**src/rtl/timer_multi_ch_if.sv**
```systemverilog
// Panel bundle for the multi-channel countdown timer: keypad, start button,
// channel select, entry switch, and the display/LED/done outputs.
interface timer_multi_ch_if #(
    parameter int NUM_CH = 4,
    parameter int CH_W   = (NUM_CH > 1) ? $clog2(NUM_CH) : 1
);
    logic              dip_sw_timer;
    logic [CH_W-1:0]   ch_sel;
    logic [9:0]        keypad;
    logic              btn_start;
    logic [7:0]        seg_data;
    logic [7:0]        seg_com;
    logic [7:0]        led;
    logic [NUM_CH-1:0] done;

    modport master (
        output dip_sw_timer, ch_sel, keypad, btn_start,
        input  seg_data, seg_com, led, done
    );

    modport slave (
        input  dip_sw_timer, ch_sel, keypad, btn_start,
        output seg_data, seg_com, led, done
    );
endinterface

```
**src/rtl/timer_multi_ch.sv**
```systemverilog
// NUM_CH independent HH:MM:SS countdown channels sharing one keypad,
// one start button and one 8-digit display. Optional: TIMER_MC_RELOAD_EN.
module timer_multi_ch #(
    parameter int TICKS_PER_SEC = 1000,
    parameter int NUM_CH        = 4,
    parameter int BLINK_TICKS   = 500,
    parameter int CH_W          = (NUM_CH > 1) ? $clog2(NUM_CH) : 1
) (
    input  logic             clk,
    input  logic             rst,
    timer_multi_ch_if.slave  bus
);

    localparam int PS_W = (TICKS_PER_SEC > 1) ? $clog2(TICKS_PER_SEC) : 1;
    localparam int BL_W = (BLINK_TICKS > 1) ? $clog2(BLINK_TICKS) : 1;
    localparam logic [PS_W-1:0] PS_TOP = PS_W'(TICKS_PER_SEC - 1);
    localparam logic [BL_W-1:0] BL_TOP = BL_W'(BLINK_TICKS - 1);

    typedef enum logic [1:0] {
        ST_IDLE,
        ST_RUN,
        ST_PAUSE,
        ST_DONE
    } ch_state_e;

    ch_state_e         st_q  [NUM_CH];
    ch_state_e         st_d  [NUM_CH];
    logic [23:0]       val_q [NUM_CH];
    logic [23:0]       val_d [NUM_CH];
    logic [PS_W-1:0]   ps_q  [NUM_CH];
    logic [PS_W-1:0]   ps_d  [NUM_CH];
    logic [BL_W-1:0]   bl_q  [NUM_CH];
    logic [BL_W-1:0]   bl_d  [NUM_CH];
    logic [NUM_CH-1:0] led_q;
    logic [NUM_CH-1:0] led_d;
`ifdef TIMER_MC_RELOAD_EN
    logic [23:0]       pre_q [NUM_CH];
    logic [23:0]       pre_d [NUM_CH];
`endif

    logic [9:0]        key_q;
    logic              btn_q;
    logic              dip_q;
    logic [CH_W-1:0]   chs_q;
    logic [2:0]        ptr_q;
    logic [2:0]        ptr_d;
    logic [2:0]        scan_q;
    logic [7:0]        seg_data_q;
    logic [7:0]        seg_data_d;
    logic [7:0]        seg_com_q;
    logic [7:0]        seg_com_d;

    logic              ch_ok;
    logic              key_ev;
    logic              btn_ev;
    logic              entry;
    logic              start_ev;
    logic [3:0]        key_dig;
    logic [2:0]        ptr_eff;
    logic              dig_ok;
    logic              wr_en;
    logic [NUM_CH-1:0] sel_vec;
    logic [23:0]       sel_val;
    logic [23:0]       nv;

    // Digit k sits at bits [23-4k -: 4]; k=0 is h_ten, k=5 is s_one.
    function automatic logic [23:0] set_digit(
        input logic [23:0] v,
        input logic [2:0]  pos,
        input logic [3:0]  d
    );
        logic [23:0] r;
        r = v;
        case (pos)
            3'd0:    r[23:20] = d;
            3'd1:    r[19:16] = d;
            3'd2:    r[15:12] = d;
            3'd3:    r[11:8]  = d;
            3'd4:    r[7:4]   = d;
            default: r[3:0]   = d;
        endcase
        return r;
    endfunction

    function automatic logic [3:0] get_digit(
        input logic [23:0] v,
        input logic [2:0]  pos
    );
        logic [3:0] r;
        case (pos)
            3'd0:    r = v[23:20];
            3'd1:    r = v[19:16];
            3'd2:    r = v[15:12];
            3'd3:    r = v[11:8];
            3'd4:    r = v[7:4];
            default: r = v[3:0];
        endcase
        return r;
    endfunction

    // One-second BCD decrement; only ever applied to a nonzero value.
    function automatic logic [23:0] dec_val(input logic [23:0] v);
        logic [3:0] ht, ho, mt, mo, st, so;
        {ht, ho, mt, mo, st, so} = v;
        if (so != 4'd0) begin
            so = so - 4'd1;
        end else begin
            so = 4'd9;
            if (st != 4'd0) begin
                st = st - 4'd1;
            end else begin
                st = 4'd5;
                if (mo != 4'd0) begin
                    mo = mo - 4'd1;
                end else begin
                    mo = 4'd9;
                    if (mt != 4'd0) begin
                        mt = mt - 4'd1;
                    end else begin
                        mt = 4'd5;
                        if (ho != 4'd0) begin
                            ho = ho - 4'd1;
                        end else begin
                            ho = 4'd9;
                            ht = ht - 4'd1;
                        end
                    end
                end
            end
        end
        return {ht, ho, mt, mo, st, so};
    endfunction

    function automatic logic [7:0] seg_pat(input logic [3:0] d);
        logic [7:0] r;
        case (d)
            4'd0:    r = 8'h3F;
            4'd1:    r = 8'h06;
            4'd2:    r = 8'h5B;
            4'd3:    r = 8'h4F;
            4'd4:    r = 8'h66;
            4'd5:    r = 8'h6D;
            4'd6:    r = 8'h7D;
            4'd7:    r = 8'h07;
            4'd8:    r = 8'h7F;
            4'd9:    r = 8'h6F;
            default: r = 8'h00;
        endcase
        return r;
    endfunction

    // Input events, channel decode and entry pointer next state.
    always_comb begin
        ch_ok    = int'(bus.ch_sel) < NUM_CH;
        key_ev   = $onehot(bus.keypad) && (key_q == 10'd0);
        btn_ev   = bus.btn_start && !btn_q;
        entry    = bus.dip_sw_timer && ch_ok;
        start_ev = btn_ev && !bus.dip_sw_timer && ch_ok;
        key_dig  = 4'd0;
        for (int k = 0; k < 10; k++) begin
            if (bus.keypad[k]) key_dig = 4'(k);
        end
        sel_vec = '0;
        sel_val = 24'd0;
        for (int i = 0; i < NUM_CH; i++) begin
            sel_vec[i] = ch_ok && (bus.ch_sel == CH_W'(i));
            if (sel_vec[i]) sel_val = val_q[i];
        end
        if ((bus.ch_sel != chs_q) || (bus.dip_sw_timer && !dip_q)) begin
            ptr_eff = 3'd0;
        end else begin
            ptr_eff = ptr_q;
        end
        dig_ok = !(((ptr_eff == 3'd2) || (ptr_eff == 3'd4))
                   && (key_dig > 4'd5));
        wr_en  = entry && key_ev && dig_ok;
        ptr_d  = ptr_eff;
        if (wr_en) begin
            ptr_d = (ptr_eff == 3'd5) ? 3'd0 : ptr_eff + 3'd1;
        end
    end

    // Per-channel FSM next state, countdown, entry writes and alarm blink.
    always_comb begin
        nv    = 24'd0;
        led_d = led_q;
        for (int i = 0; i < NUM_CH; i++) begin
            st_d[i]  = st_q[i];
            val_d[i] = val_q[i];
            ps_d[i]  = ps_q[i];
            bl_d[i]  = bl_q[i];
`ifdef TIMER_MC_RELOAD_EN
            pre_d[i] = pre_q[i];
`endif
            if (entry && sel_vec[i]) begin
                st_d[i] = ST_IDLE;
                ps_d[i] = '0;
                if (wr_en) begin
                    val_d[i] = set_digit(val_q[i], ptr_eff, key_dig);
`ifdef TIMER_MC_RELOAD_EN
                    pre_d[i] = set_digit(val_q[i], ptr_eff, key_dig);
`endif
                end
            end else if (start_ev && sel_vec[i]) begin
                case (st_q[i])
                    ST_IDLE: begin
                        if (val_q[i] != 24'd0) begin
                            st_d[i] = ST_RUN;
                            ps_d[i] = '0;
                        end
                    end
                    ST_RUN:   st_d[i] = ST_PAUSE;
                    ST_PAUSE: st_d[i] = ST_RUN;
                    default: begin
                        st_d[i] = ST_IDLE;
`ifdef TIMER_MC_RELOAD_EN
                        val_d[i] = pre_q[i];
`endif
                    end
                endcase
            end else if (st_q[i] == ST_RUN) begin
                if (ps_q[i] == PS_TOP) begin
                    ps_d[i]  = '0;
                    nv       = dec_val(val_q[i]);
                    val_d[i] = nv;
                    if (nv == 24'd0) st_d[i] = ST_DONE;
                end else begin
                    ps_d[i] = ps_q[i] + 1'b1;
                end
            end
            if ((st_q[i] == ST_DONE) && (st_d[i] == ST_DONE)) begin
                if (bl_q[i] == BL_TOP) begin
                    bl_d[i]  = '0;
                    led_d[i] = !led_q[i];
                end else begin
                    bl_d[i] = bl_q[i] + 1'b1;
                end
            end else begin
                bl_d[i]  = '0;
                led_d[i] = 1'b0;
            end
        end
    end

    // Display pattern for the current scan position.
    always_comb begin
        seg_com_d = ~(8'h80 >> scan_q);
        case (scan_q)
            3'd0:    seg_data_d = seg_pat(4'(bus.ch_sel));
            3'd1:    seg_data_d = 8'h00;
            default: begin
                if (ch_ok) begin
                    seg_data_d = seg_pat(get_digit(sel_val, scan_q - 3'd2));
                end else begin
                    seg_data_d = 8'h00;
                end
            end
        endcase
    end

    // Channel state registers.
    always_ff @(posedge clk) begin
        if (rst) begin
            for (int i = 0; i < NUM_CH; i++) begin
                st_q[i]  <= ST_IDLE;
                val_q[i] <= 24'd0;
                ps_q[i]  <= '0;
                bl_q[i]  <= '0;
`ifdef TIMER_MC_RELOAD_EN
                pre_q[i] <= 24'd0;
`endif
            end
            led_q <= '0;
        end else begin
            for (int i = 0; i < NUM_CH; i++) begin
                st_q[i]  <= st_d[i];
                val_q[i] <= val_d[i];
                ps_q[i]  <= ps_d[i];
                bl_q[i]  <= bl_d[i];
`ifdef TIMER_MC_RELOAD_EN
                pre_q[i] <= pre_d[i];
`endif
            end
            led_q <= led_d;
        end
    end

    // Input history, entry pointer and display scan registers.
    always_ff @(posedge clk) begin
        if (rst) begin
            key_q      <= 10'd0;
            btn_q      <= 1'b0;
            dip_q      <= 1'b0;
            chs_q      <= '0;
            ptr_q      <= 3'd0;
            scan_q     <= 3'd0;
            seg_data_q <= 8'h00;
            seg_com_q  <= 8'hFF;
        end else begin
            key_q      <= bus.keypad;
            btn_q      <= bus.btn_start;
            dip_q      <= bus.dip_sw_timer;
            chs_q      <= bus.ch_sel;
            ptr_q      <= ptr_d;
            scan_q     <= scan_q + 3'd1;
            seg_data_q <= seg_data_d;
            seg_com_q  <= seg_com_d;
        end
    end

    // Output drive.
    always_comb begin
        bus.seg_data = seg_data_q;
        bus.seg_com  = seg_com_q;
        bus.led      = 8'h00;
        bus.led[NUM_CH-1:0] = led_q;
        bus.done     = '0;
        for (int i = 0; i < NUM_CH; i++) begin
            bus.done[i] = (st_q[i] == ST_DONE);
        end
    end

endmodule

```
**src/flat_wrapper.sv**
```systemverilog
// flat-port wrapper written by rule: the top's interface ports become plain ports
module timer_multi_ch_flat 
#(
    parameter int TICKS_PER_SEC = 1000,
    parameter int NUM_CH        = 4,
    parameter int BLINK_TICKS   = 500,
    parameter int CH_W          = (NUM_CH > 1) ? $clog2(NUM_CH) : 1
)
  (clk, rst, bus_dip_sw_timer, bus_ch_sel, bus_keypad, bus_btn_start, bus_seg_data, bus_seg_com, bus_led, bus_done);
  timer_multi_ch_if #(.NUM_CH(NUM_CH), .CH_W(CH_W)) bus_i ();
  input  logic clk;
  input  logic rst;
  input wire logic [$bits(bus_i.dip_sw_timer)-1:0] bus_dip_sw_timer;
  input wire logic [$bits(bus_i.ch_sel)-1:0] bus_ch_sel;
  input wire logic [$bits(bus_i.keypad)-1:0] bus_keypad;
  input wire logic [$bits(bus_i.btn_start)-1:0] bus_btn_start;
  output wire logic [$bits(bus_i.seg_data)-1:0] bus_seg_data;
  output wire logic [$bits(bus_i.seg_com)-1:0] bus_seg_com;
  output wire logic [$bits(bus_i.led)-1:0] bus_led;
  output wire logic [$bits(bus_i.done)-1:0] bus_done;
  assign bus_i.dip_sw_timer = bus_dip_sw_timer;
  assign bus_i.ch_sel = bus_ch_sel;
  assign bus_i.keypad = bus_keypad;
  assign bus_i.btn_start = bus_btn_start;
  assign bus_seg_data = bus_i.seg_data;
  assign bus_seg_com = bus_i.seg_com;
  assign bus_led = bus_i.led;
  assign bus_done = bus_i.done;
  timer_multi_ch #(.TICKS_PER_SEC(TICKS_PER_SEC), .NUM_CH(NUM_CH), .BLINK_TICKS(BLINK_TICKS), .CH_W(CH_W)) u_core (.clk(clk), .rst(rst), .bus(bus_i));
endmodule
```
**config.mk**
```make
export PLATFORM = sky130hd
export DESIGN_NAME = timer_multi_ch_flat
export DESIGN_NICKNAME = d
export VERILOG_FILES = /design/src/rtl/timer_multi_ch_if.sv /design/src/rtl/timer_multi_ch.sv /design/src/flat_wrapper.sv
export SDC_FILE = /design/constraint.sdc
export NUM_CORES = 1
export LEC_CHECK = 0
export CORE_ASPECT_RATIO = 1.75
export CORE_MARGIN = 2
export CORE_UTILIZATION = 35
export CTS_BUF_LIST = sky130_fd_sc_hd__clkbuf_4 sky130_fd_sc_hd__clkbuf_8
export CTS_CLUSTER_SIZE = 28
export DETAILED_ROUTE_END_ITERATION = 6
export SLEW_MARGIN = 15
export SYNTH_ARGS = -nofsm -noshare
export SYNTH_HDL_FRONTEND = slang
export SYNTH_SLANG_ARGS = --single-unit
```
**constraint.sdc**
```tcl
create_clock -name clk -period 14.5 [get_ports clk]
set_input_delay 3.625 -clock clk [delete_from_list [all_inputs] [get_ports clk]]
set_output_delay 3.625 -clock clk [all_outputs]
set_load 0.01 [all_outputs]
```
======== Word-level counts from Yosys, hierarchy flattened ========
Memory sizes are Yosys's and may differ from the RTL's.
Cells that the tools add are included.
cells by class
  $add $sub $neg .......................... 44
  order comparisons ....................... 1
  equality and inequality tests ........... 39
  shifts and indexed selects .............. 1
  multiplexer cells ....................... 319
  bitwise logic cells ..................... 21
  reduce and logical (&&, ||, !) cells .... 72
operators with widths
  kind                     count
  $mux W4                  209
  $mux W24                 28
  $mux W10                 28
  $mux W9                  12
  $logic_not A24 Y1        4
  $reduce_bool A24 Y1      4
  $sub A4 B1 Y4 const B    24
  $reduce_bool A4 Y1       20
  $mux W2                  28
  $add A10 B1 Y10 const B  4
  $eq A10 B10 Y1 const B   4
  $add A9 B1 Y9 const B    4
  $eq A9 B9 Y1 const B     4
  $pmux W8 S4              1
  $eq A2 B2 Y1 const B     14
  $pmux W2 S3              4
  $pmux W4 S5              1
  $logic_and A1 B1 Y1      19
  $add A4 B4 Y4            4
  $or A1 B1 Y1             16
  $pmux W8 S2              1
  $eq A3 B2 Y1 const B     4
  $add A1 B1 Y2            5
  $eq A2 B1 Y1 const B     5
  other kinds (19)         50
word-level totals
  flip-flop bits (word level) ............. 40
  RAM bits ................................ 180
  ROM bits ................................ 112
  input bits .............................. 16
  memories kept ........................... 5
memory list
  name              words  width  rd ports  clocked after memory_dff  wr ports  RTL line               source
  (name not given)  16     7      1         0                         0         timer_multi_ch.sv:136  case (d)
  u_core.val_q      4      24     4         0                         4         timer_multi_ch.sv:28   logic [23:0] val_q [NUM_CH];
  u_core.ps_q       4      10     4         0                         4         timer_multi_ch.sv:30   logic [PS_W-1:0] ps_q [NUM_CH];
  u_core.bl_q       4      9      4         0                         4         timer_multi_ch.sv:32   logic [BL_W-1:0] bl_q [NUM_CH];
  u_core.st_q       4      2      4         0                         4         timer_multi_ch.sv:26   ch_state_e st_q [NUM_CH];

======== Logic depth before layout (Yosys ltp) ========
Gate-level depths: netlist of the first run.
An unclocked memory read counts as a cell.
  depth in word-level cells ............... 21
  gate-level depth with buffers ........... 15
  depth with buffers taken out ............ 15

======== Least setup slack after synthesis of the first run ========
OpenSTA, ideal clock, no wires.
  path kind ............................... input port to flip-flop
  start point ............................. in bus_keypad[2]
  end point ............................... mem u_core.val_q[3][19]
  arrival time ............................ 7.444 ns
  data required time ...................... 14.384 ns
  path slack .............................. 6.940 ns
  cell stages on the path ................. 14
  cell sequence ........................... inv_1 ha_1 inv_1 fa_1 fa_1 fa_1 inv_1 fa_1 nor4_1 and4b_1 nand3_1 o31ai_1 o21ai_0 a31o_2
RTL lines
  what                RTL line              source
  start: declaration  flat_wrapper.sv:15    input wire logic [$bits(bus_i.keypad)-1:0] bus_keypad;
  end: declaration    timer_multi_ch.sv:28

==> impl_metrics.csv, run 1 <==
group,metric,value,unit
status,status,"finished, final reports clean",
detailed_routing,drtPass1Iterations,5,
grt,grt.overflow.total,0,
synthesis,yosysUniqueCellTypes,95,
synthesis,synth_ff_type,"dfxtp_1",
worst_setup_path,cp.arrival,8.96,ns
worst_setup_path,path_cells,"clkdlybuf4s50_1 > inv_1 > ha_1 > inv_1 > fa_1 > fa_1 > fa_1 > inv_1 > fa_1 > nor4_1 > and4b_1 > nand3_1 > nor2b_1 > a21oi_1 > a211oi_1 > a211oi_1",
power_and_ir_drop,power.leakage,5.37,nW
worst_setup_path,endpoint_kind,"register",
sta,fin_ws,5.95,ns
place,gp_congestion,0.979,
clock_tree,cts_resized,0,
synthesis,syn_area_per_cell,7.76,sq um
power_and_ir_drop,total_power,0.00129,W
worst_setup_path,critPathBufInv,4,
worst_setup_path,crit_end,"u_core.val_q[2][21]",
worst_setup_path,path_max_fanout,7,
grt,grt_max_degree,55,
floorplanning,fp.dieH,262,microns
clock_tree,cts_buffers,36,
detailed_routing,dr.first_iter.drc_count,1004,
synthesis,async_reset_ff_share,0,%
synthesis,ys_ff_latch,219,
synthesis,postSynthCellCount,1720,
place,pre_cts_slack,5.62,ns
finish,area_growth,10.6,%
sta,setup_tns,0,ns
power_and_ir_drop,ir_drop,44.0,uV
worst_setup_path,cp_num_cells,16,
finish,final_nets,1797,
detailed_routing,drc_errors,0,
worst_setup_path,cp-start-kind,"input pin",
sta,fin_crit_sh,59.0,%
finish,layout_commonest_cell,"nor2_1",
detailed_routing,ant_nets,0,
grt,grt_pass1_wl,68.2,mm
synthesis,synth-simple-area-share,27.4,%
grt,antenna_found_initial,1,
worst_setup_path,cp_data_required_time,14.91,ns
hold_path,min-delay-path-class,"register to register",
worst_setup_path,cp_slowest_cell,"nor2b_1",
sta,period_needed,8.55,ns
job,cap_violations,0,
floorplanning,die_x,152,microns
sta,finalHoldViolations,0,
worst_setup_path,cpPeakStageDelay,0.95,ns
floorplanning,rows,94,
worst_setup_path,r2r_slack,10.97,ns
worst_setup_path,crit_type,"input pin to register",
finish,utilization,39.2,%
worst_setup_path,reg2reg_to,"u_core.ps_q[1][8]",
synthesis,synth_top_family_by_area,"simple AND/OR/NAND/NOR gates",
grt,first_global_vias,12400,
clock_tree,cts_setup_buffers,0,
clock_tree,clock_sinks,219,
sta,relSlewSlack,17.6,%
synthesis,synth_xor_area_share,4.79,%
synthesis,ys_seq_area_share,32.8,%
place,dp_hpwl,32.6,mm
synthesis,syn_area,13400,sq um
worst_setup_path,reg2reg_depth,9,
clock_tree,cts_hold_buffers,0,
finish,finalNonFillerCells,2230,
synthesis,synth_compound_area_share,20.9,%
clock_tree,cts_buffer_depth,3,
clock_tree,cts_root_buf,"clkbuf_8",
synthesis,synth_edf_count,0,
grt,grt_util_all_layers,21.9,%
worst_setup_path,reg2reg_from,"u_core.val_q[1][1]",
sta,worstMarginPinSlew,1.23,ns
sta,rsz0062_at_grt,"no",
worst_setup_path,cpMostUsedCell,"fa_1",
finish,final_cell_mix,"nor2_1, dfxtp_1, nand2_1",
worst_setup_path,critPathTopFamily,"adder cells",
sta,max_freq,117,MHz
clock_tree,clkTransAtPathRegs,0.06,ns
floorplanning,dieArea,39800,sq um
detailed_routing,vias_per_cell,5.86,
worst_setup_path,startpoint,"bus_keypad[2]",
synthesis,synth_fa_ha_area_share,5.40,%
clock_tree,cts_tree,"done",
floorplanning,ios,44,
floorplanning,start_util,35.5,%
sta,skew,0.0341,ns
place,port-buffer-count,38,
clock_tree,htree_levels,2,
finish,drive_gt1_share,7.72,%
synthesis,muxShareOfSynthArea,3.87,%
sta,setup_viol,0,
place,dpl.cell_count,2169,
detailed_routing,via_count,13100,
detailed_routing,routed_wl,44.4,mm
floorplanning,coreArea,37600,sq um
detailed_routing,wire_per_inst,19.9,microns
clock_tree,clock_latency,0.57,ns
finish,nFillCells,3881,
synthesis,ys_warn_count,0,
power_and_ir_drop,power_density,87.7,nW/um^2
sta,slew_violations,0,
## layer usage
layer | global-route usage, % | share of wire, % | vias up
met3 | 3.89 | 6.1 | 226
met4 | 18.3 | 9.7 | 0
met2 | 37.6 | 49 | 563
met1 | 22.5 | 35 | 6098
li1 | - | - | 6174
met5 | 0 | 0 | -
## flip-flops by register name (all words and copies together), names as in the netlist
| name | flops |
|---|---|
| u_core.ps_q | 40 |
| u_core.btn_q | 1 |
| u_core.led_q | 4 |
| u_core.chs_q | 2 |
| u_core.scan_q | 3 |
| u_core.dip_q | 1 |
| u_core.key_q | 10 |
| u_core.bus.seg_com | 8 |
| u_core.bl_q | 36 |
| u_core.bus.seg_data | 7 |
| u_core.ptr_q | 3 |
| u_core.st_q | 8 |
| u_core.val_q | 96 |
## stage by stage
stage,instance area (sq um),hold slack (ns)
final,14800,0.466
after global routing,14800,0.491
after CTS,14800,0.470
after detailed placement,14100,0.456
after global placement,14100,0.443
after floorplan,13400,0.422
## report_power, final
group          internal [W]  total (W)  switching (W)
sequential         0.000609   0.000611     0.00000259
combinational     0.0000463   0.000133      0.0000871
clock              0.000289   0.000549       0.000261
## how the worst min path moves through the flow
stage	start	to	slack [ns]	cells past startpoint
after floorplan	u_core.val_q[0][15]	u_core.val_q[0][15]	0.42	2
after global placement	u_core.bl_q[0][18]	u_core.bl_q[0][18]	0.44	1
after detailed placement	u_core.bl_q[0][18]	u_core.bl_q[0][18]	0.46	1
after CTS	u_core.bl_q[0][18]	u_core.bl_q[0][18]	0.47	1
after global routing	u_core.bl_q[0][18]	u_core.bl_q[0][18]	0.49	1
final	u_core.bl_q[0][18]	u_core.bl_q[0][18]	0.47	1
## kinds of logic after synthesis
group,after synthesis
flops,219
simple gates,735
fa+ha+maj,54
xor+xnor,73
buf+inv,156
compound gates,443
mux,39
other cells,1
## cells in the mapped netlist (8+ instances only)
library cell	count	area, sq um
nor2_1	232	871
dfxtp_1	219	4380
nand2_1	160	601
a21oi_1	137	686
o21ai_0	118	591
inv_1	67	251
clkbuf_1	61	229
nor3_1	52	260
ha_1	48	601
xnor2_1	46	403
nand3_1	43	215
nor4_1	37	231
nand4_1	34	213
xor2_1	27	236
nand2b_1	24	150
mux2i_1	22	220
or3_1	22	138
nor2b_1	21	131
a211oi_1	19	143
and2_1	19	119
and3_1	19	119
a21o_1	16	120
o211ai_1	16	120
o31ai_1	16	120
a31oi_1	15	93.8
o22ai_1	14	87.6
or2_2	14	87.6
or4_1	11	82.6
buf_1	8	30.0
buf_2	8	40.0
mux2_2	8	90.1
mux4_2	8	180
## layout make-up
cell class                      instances  area [sq um]  share of cell area, %
Multi-Input combinational cell       1349          8340                   56.5
Antenna cell                            1          2.50                 0.0169
Timing Repair Buffer                   53           485                   3.29
Sequential cell                       219          4380                   29.7
Inverter                               68           255                   1.73
Tap cell                              480           601                   4.07
Clock buffer                           52           653                   4.42
Clock inverter                          8          45.0                  0.305
No activity file was read; power rests on OpenSTA's default activity.
==> inputs of run 2 (changes only) <==
- clock period: 14.5 -> 7 ns (I/O delays scaled with it)
==> impl_metrics.csv, run 2 (synthesized netlist as in run 1, its figures left out) <==
group,metric,value,unit
status,status,"finished, final reports clean",
grt,grt_max_degree,41,
finish,largest_reg_flops,96,
clock_tree,cts_hold_buffers,0,
grt,grt_pass1_wl,69.0,mm
grt,antenna_found_initial,2,
floorplanning,die_x,152,microns
detailed_routing,vias_per_cell,5.82,
sta,rsz0062_at_grt,"no",
finish,final_nets,1811,
power_and_ir_drop,power.leakage,5.46,nW
detailed_routing,drc_errors,0,
sta,slew_violations,0,
sta,skew,0.0246,ns
finish,nFillCells,3855,
worst_setup_path,cp-start-kind,"input pin",
clock_tree,cts_tree,"done",
floorplanning,start_util,35.5,%
sta,setup_tns,0,ns
sta,period_needed,6.21,ns
place,gp_congestion,0.970,
job,cap_violations,0,
detailed_routing,route.met3.wl,2.52,mm
floorplanning,rows,94,
clock_tree,clkTransAtPathRegs,0.06,ns
detailed_routing,wl_met1,15.4,mm
finish,layout_commonest_cell,"nor2_1",
finish,multi_input_area,8340,sq um
clock_tree,cts_buffers,36,
hold_path,min-delay-path-class,"register to register",
clock_tree,cts_buffer_depth,3,
worst_setup_path,crit_type,"input pin to register",
sta,relSlewSlack,34.7,%
grt,grt_util_all_layers,22.3,%
clock_tree,htree_levels,2,
sta,max_freq,161,MHz
finish,area_growth,11.6,%
floorplanning,ios,44,
finish,seqCellArea,4380,sq um
clock_tree,clock_latency,0.57,ns
clock_tree,cts_setup_buffers,0,
worst_setup_path,path_max_fanout,7,
detailed_routing,via_count,13100,
sta,holdWs,0.460,ns
finish,utilization,39.6,%
floorplanning,dieArea,39800,sq um
clock_tree,clock_sinks,219,
detailed_routing,ant_nets,0,
detailed_routing,top_layer_used,"met5",
floorplanning,fp.dieH,262,microns
grt,grt.overflow.total,0,
detailed_routing,dr.first_iter.drc_count,868,
grt,first_global_vias,12600,
clock_tree,cts_resized,0,
worst_setup_path,endpoint_kind,"register",
power_and_ir_drop,power_density,183,nW/um^2
finish,largestRegisters,"u_core.val_q x96, u_core.ps_q x40, u_core.bl_q x36",
place,dp_hpwl,33.5,mm
sta,worstMarginPinSlew,0.977,ns
place,port-buffer-count,38,
sta,finalHoldViolations,0,
finish,drive_gt1_share,8.45,%
detailed_routing,wire_per_inst,20.0,microns
sta,setup_viol,0,
finish,final_cell_mix,"nor2_1, dfxtp_1, nand2_1",
detailed_routing,wl_met2,22.7,mm
worst_setup_path,cp_data_required_time,7.43,ns
clock_tree,cts_root_buf,"clkbuf_8",
floorplanning,coreArea,37600,sq um
power_and_ir_drop,ir_drop,75.4,uV
finish,top_register,"u_core.val_q",
worst_setup_path,cp.arrival,6.64,ns
detailed_routing,routed_wl,44.8,mm
sta,fin_crit_sh,88.8,%
detailed_routing,drtPass1Iterations,6,
[run 2: changes by cell type in the layout (fill, tap and decap cells not counted)]
| cell | change |
|---|---|
| clkinv_2 | -3 |
| clkbuf_4 | +4 |
| buf_4 | +14 |
| bufinv_16 | +1 |
| clkinvlp_4 | -2 |
[run 2: through the flow]
| step | cells | worst slack (ns) | total power [W] | instance area [sq um] |
|---|---|---|---|---|
| 2_1_floorplan | 1724 | 1.32 | 0.00147 | 13400 |
| 3_3_place_gp | 2183 | 0.337 | 0.00157 | 14200 |
| 3_5_place_dp | 2183 | 0.326 | 0.00157 | 14200 |
| 4_1_cts | 2243 | 0.914 | 0.00277 | 14900 |
| 5_1_grt | 2244 | 0.523 | 0.00285 | 14900 |
| 6_report | 2244 | 0.785 | 0.00273 | 14900 |
[run 2: critical path, stage by stage]
cell and delay, ns:
clkdlybuf4s50_1 0.50, inv_1 0.07, ha_1 0.27, inv_1 0.05, fa_1 0.52, fa_1 0.44, fa_1 0.43, inv_1 0.08
fa_1 0.41, nor4_1 0.26, and4b_1 0.29, nand3_1 0.09, buf_4 0.20, nor2b_1 0.57, buf_4 0.25, a21oi_1 0.13
a211oi_1 0.24, a211oi_1 0.07
[run 2: path summary, 6_finish.rpt]
kind / start / endpoint / slack [ns] / depth (start not counted)
min: u_core.bl_q[0][27] / u_core.bl_q[0][27] / 0.46 / 1
max: bus_keypad[2] / u_core.val_q[2][21] / 0.79 / 18
max reg2reg: u_core.scan_q[1] / u_core.bus.seg_data[5] / 3.66 / 11
min reg2reg: u_core.bl_q[0][27] / u_core.bl_q[0][27] / 0.46 / 1
[run 2: area by class of cell]
class                   instances  share of cell area, %
well taps                     480                   4.03
repair buffers                 67                   3.96
diodes                          1                 0.0168
inverters                      68                   1.71
clock buffers                  56                   4.59
multi-input cells            1349                   56.0
flip-flops and latches        219                   29.4
clock inverters                 4                  0.302
[run 2: report_power, final]
part	internal, W	switching (W)	total, W
clock network	0.000653	0.000534	0.00119
registers	0.00126	0.00000545	0.00127
logic	0.0000982	0.000181	0.000279
total	0.00201	0.000721	0.00273
[run 2: per-layer routing]
layer	track usage (%)	vias to the layer above
li1	-	6209
met1	22.0	6139
met2	39.2	509
met3	4.10	195
met4	18.5	2
met5	0	-
==> inputs of run 3 (changes only) <==
- ABC_AREA: default -> 0
- CORE_ASPECT_RATIO: 1.75 -> default
- CORE_UTILIZATION: 35 -> 31
==> impl_metrics.csv, run 3 (synthesized netlist as in run 1, its figures left out) <==
group,metric,value,unit
place,port-buffer-count,38,
worst_setup_path,path_max_fanout,7,
sta,max_freq,162,MHz
clock_tree,cts_buffer_depth,3,
detailed_routing,vias_per_cell,5.64,
finish,finalNonFillerCells,2322,
worst_setup_path,cp_data_required_time,7.52,ns
floorplanning,start_util,31.2,%
grt,grt_pass1_wl,66.2,mm
clock_tree,cts_tree,"done",
sta,relSlewSlack,31.5,%
detailed_routing,wire_per_inst,18.1,microns
place,pre_cts_slack,0.276,ns
power_and_ir_drop,total_power,0.00298,W
grt,grt_max_degree,71,
status,violations,"DRC",
status,status,"complete, but fails checks",
worst_setup_path,startpoint,"bus_keypad[4]",
clock_tree,clock_latency,0.61,ns
clock_tree,cts_setup_buffers,0,
power_and_ir_drop,power.leakage,5.55,nW
finish,largestRegisters,"u_core.val_q x96, u_core.ps_q x40, u_core.bl_q x36",
sta,holdWs,0.465,ns
worst_setup_path,cp-start-kind,"input pin",
power_and_ir_drop,power_density,197,nW/um^2
finish,area_growth,13.6,%
power_and_ir_drop,seqPwrFrac,42.5,%
power_and_ir_drop,clkPwrFrac,48.3,%
finish,final_cell_mix,"nor2_1, dfxtp_1, nand2_1",
clock_tree,clkTransAtPathRegs,0.06,ns
place,dp_hpwl,30.2,mm
sta,fin_crit_sh,88.3,%
detailed_routing,ant_nets,0,
finish,largest_reg_flops,96,
worst_setup_path,reg2reg_from,"u_core.val_q[1][0]",
floorplanning,dieArea,44700,sq um
detailed_routing,dr.first_iter.drc_count,1393,
clock_tree,cts_buffers,42,
detailed_routing,via_count,13100,
sta,fin_ws,0.822,ns
detailed_routing,drtPass1Iterations,7,
power_and_ir_drop,p_sw_share,26.0,%
detailed_routing,routed_wl,42.0,mm
floorplanning,fp.dieH,212,microns
place,dpl.cell_count,2244,
sta,slew_violations,0,
power_and_ir_drop,intPower,0.00221,W
hold_path,hp-start,"u_core.bl_q[0][18]",
clock_tree,htree_levels,2,
job,cap_violations,0,
detailed_routing,drc_errors,2,
sta,rsz0062_at_grt,"no",
power_and_ir_drop,p_comb_share,9.2,%
sta,setup_tns,0,ns
worst_setup_path,cp.arrival,6.70,ns
sta,period_needed,6.18,ns
clock_tree,cts_resized,0,
grt,antenna_found_initial,1,
power_and_ir_drop,switching_power,0.000776,W
floorplanning,rows,76,
place,gp_congestion,0.951,
clock_tree,clock_sinks,219,
finish,final_nets,1812,
clock_tree,cts_hold_buffers,0,
sta,worstMarginPinSlew,1.02,ns
floorplanning,die_x,212,microns
worst_setup_path,crit_type,"input pin to register",
finish,drive_gt1_share,9.07,%
grt,first_global_vias,11900,
sta,finalHoldViolations,0,
clock_tree,cts_root_buf,"clkbuf_8",
finish,top_register,"u_core.val_q",
sta,skew,0.0241,ns
floorplanning,ios,44,
hold_path,min-delay-path-class,"register to register",
grt,grt_util_all_layers,18.7,%
sta,setup_viol,0,
worst_setup_path,endpoint_kind,"register",
power_and_ir_drop,ir_drop,100,uV
floorplanning,coreArea,42800,sq um
finish,layout_commonest_cell,"nor2_1",
grt,grt.overflow.total,0,
run 3: cell count changes in the layout (fill, tap and decap cells not counted), sizes merged:
cell	before	now
buf	31	26
bufinv	1	3
clkbuf	56	63
clkinv	4	9
clkinvlp	0	2
inv	67	68
run 3: worst max-delay path, cell delays in order:
cell,delay (ns)
clkdlybuf4s50_1,0.52
inv_1,0.09
ha_1,0.29
inv_1,0.07
fa_1,0.43
fa_1,0.50
fa_1,0.43
inv_1,0.08
fa_1,0.40
nor4_1,0.28
and4b_1,0.27
nand3_1,0.42
nor2_1,0.43
a21oi_1,0.26
a221o_1,0.35
a21oi_1,0.13
run 3: final cells by class:
type	instances	area, sq um
clock inverter	14	154
antenna	1	2.50
clock buffer	63	805
tap	546	683
multi-input combinational	1349	8340
inverter	68	255
timing repair buffer	62	553
fill	4450	27600
sequential	219	4380
run 3: per-stage QoR:
stage	util, %	cell area (sq um)
after floorplan	-	13400
after global placement	33.2	14200
after detailed placement	33.2	14200
after CTS	35.5	15200
after global routing	35.5	15200
final	35.5	15200
run 3: power groups by stage:
stage | logic, W | registers (W) | clock network [W]
2_1_floorplan | 0.000174 | 0.00130 | 0
3_3_place_gp | 0.000268 | 0.00129 | 0
3_5_place_dp | 0.000271 | 0.00130 | 0
4_1_cts | 0.000272 | 0.00127 | 0.00149
5_1_grt | 0.000303 | 0.00127 | 0.00154
6_report | 0.000275 | 0.00127 | 0.00144
run 3: metal layers:
metal / global-route usage (%) / routed length, microns
met1: 25.0 / 18400
met2: 28.8 / 18400
met3: 3.65 / 3420
met4: 8.81 / 1810
met5: 0 / 0
run 3: path summary, 6_finish.rpt:
check,end,cells past startpoint,slack (ns)
max reg2reg,u_core.ps_q[1][8],9,3.42
min,u_core.bl_q[0][18],1,0.47
min reg2reg,u_core.bl_q[0][18],1,0.47
max,u_core.val_q[0][0],16,0.82
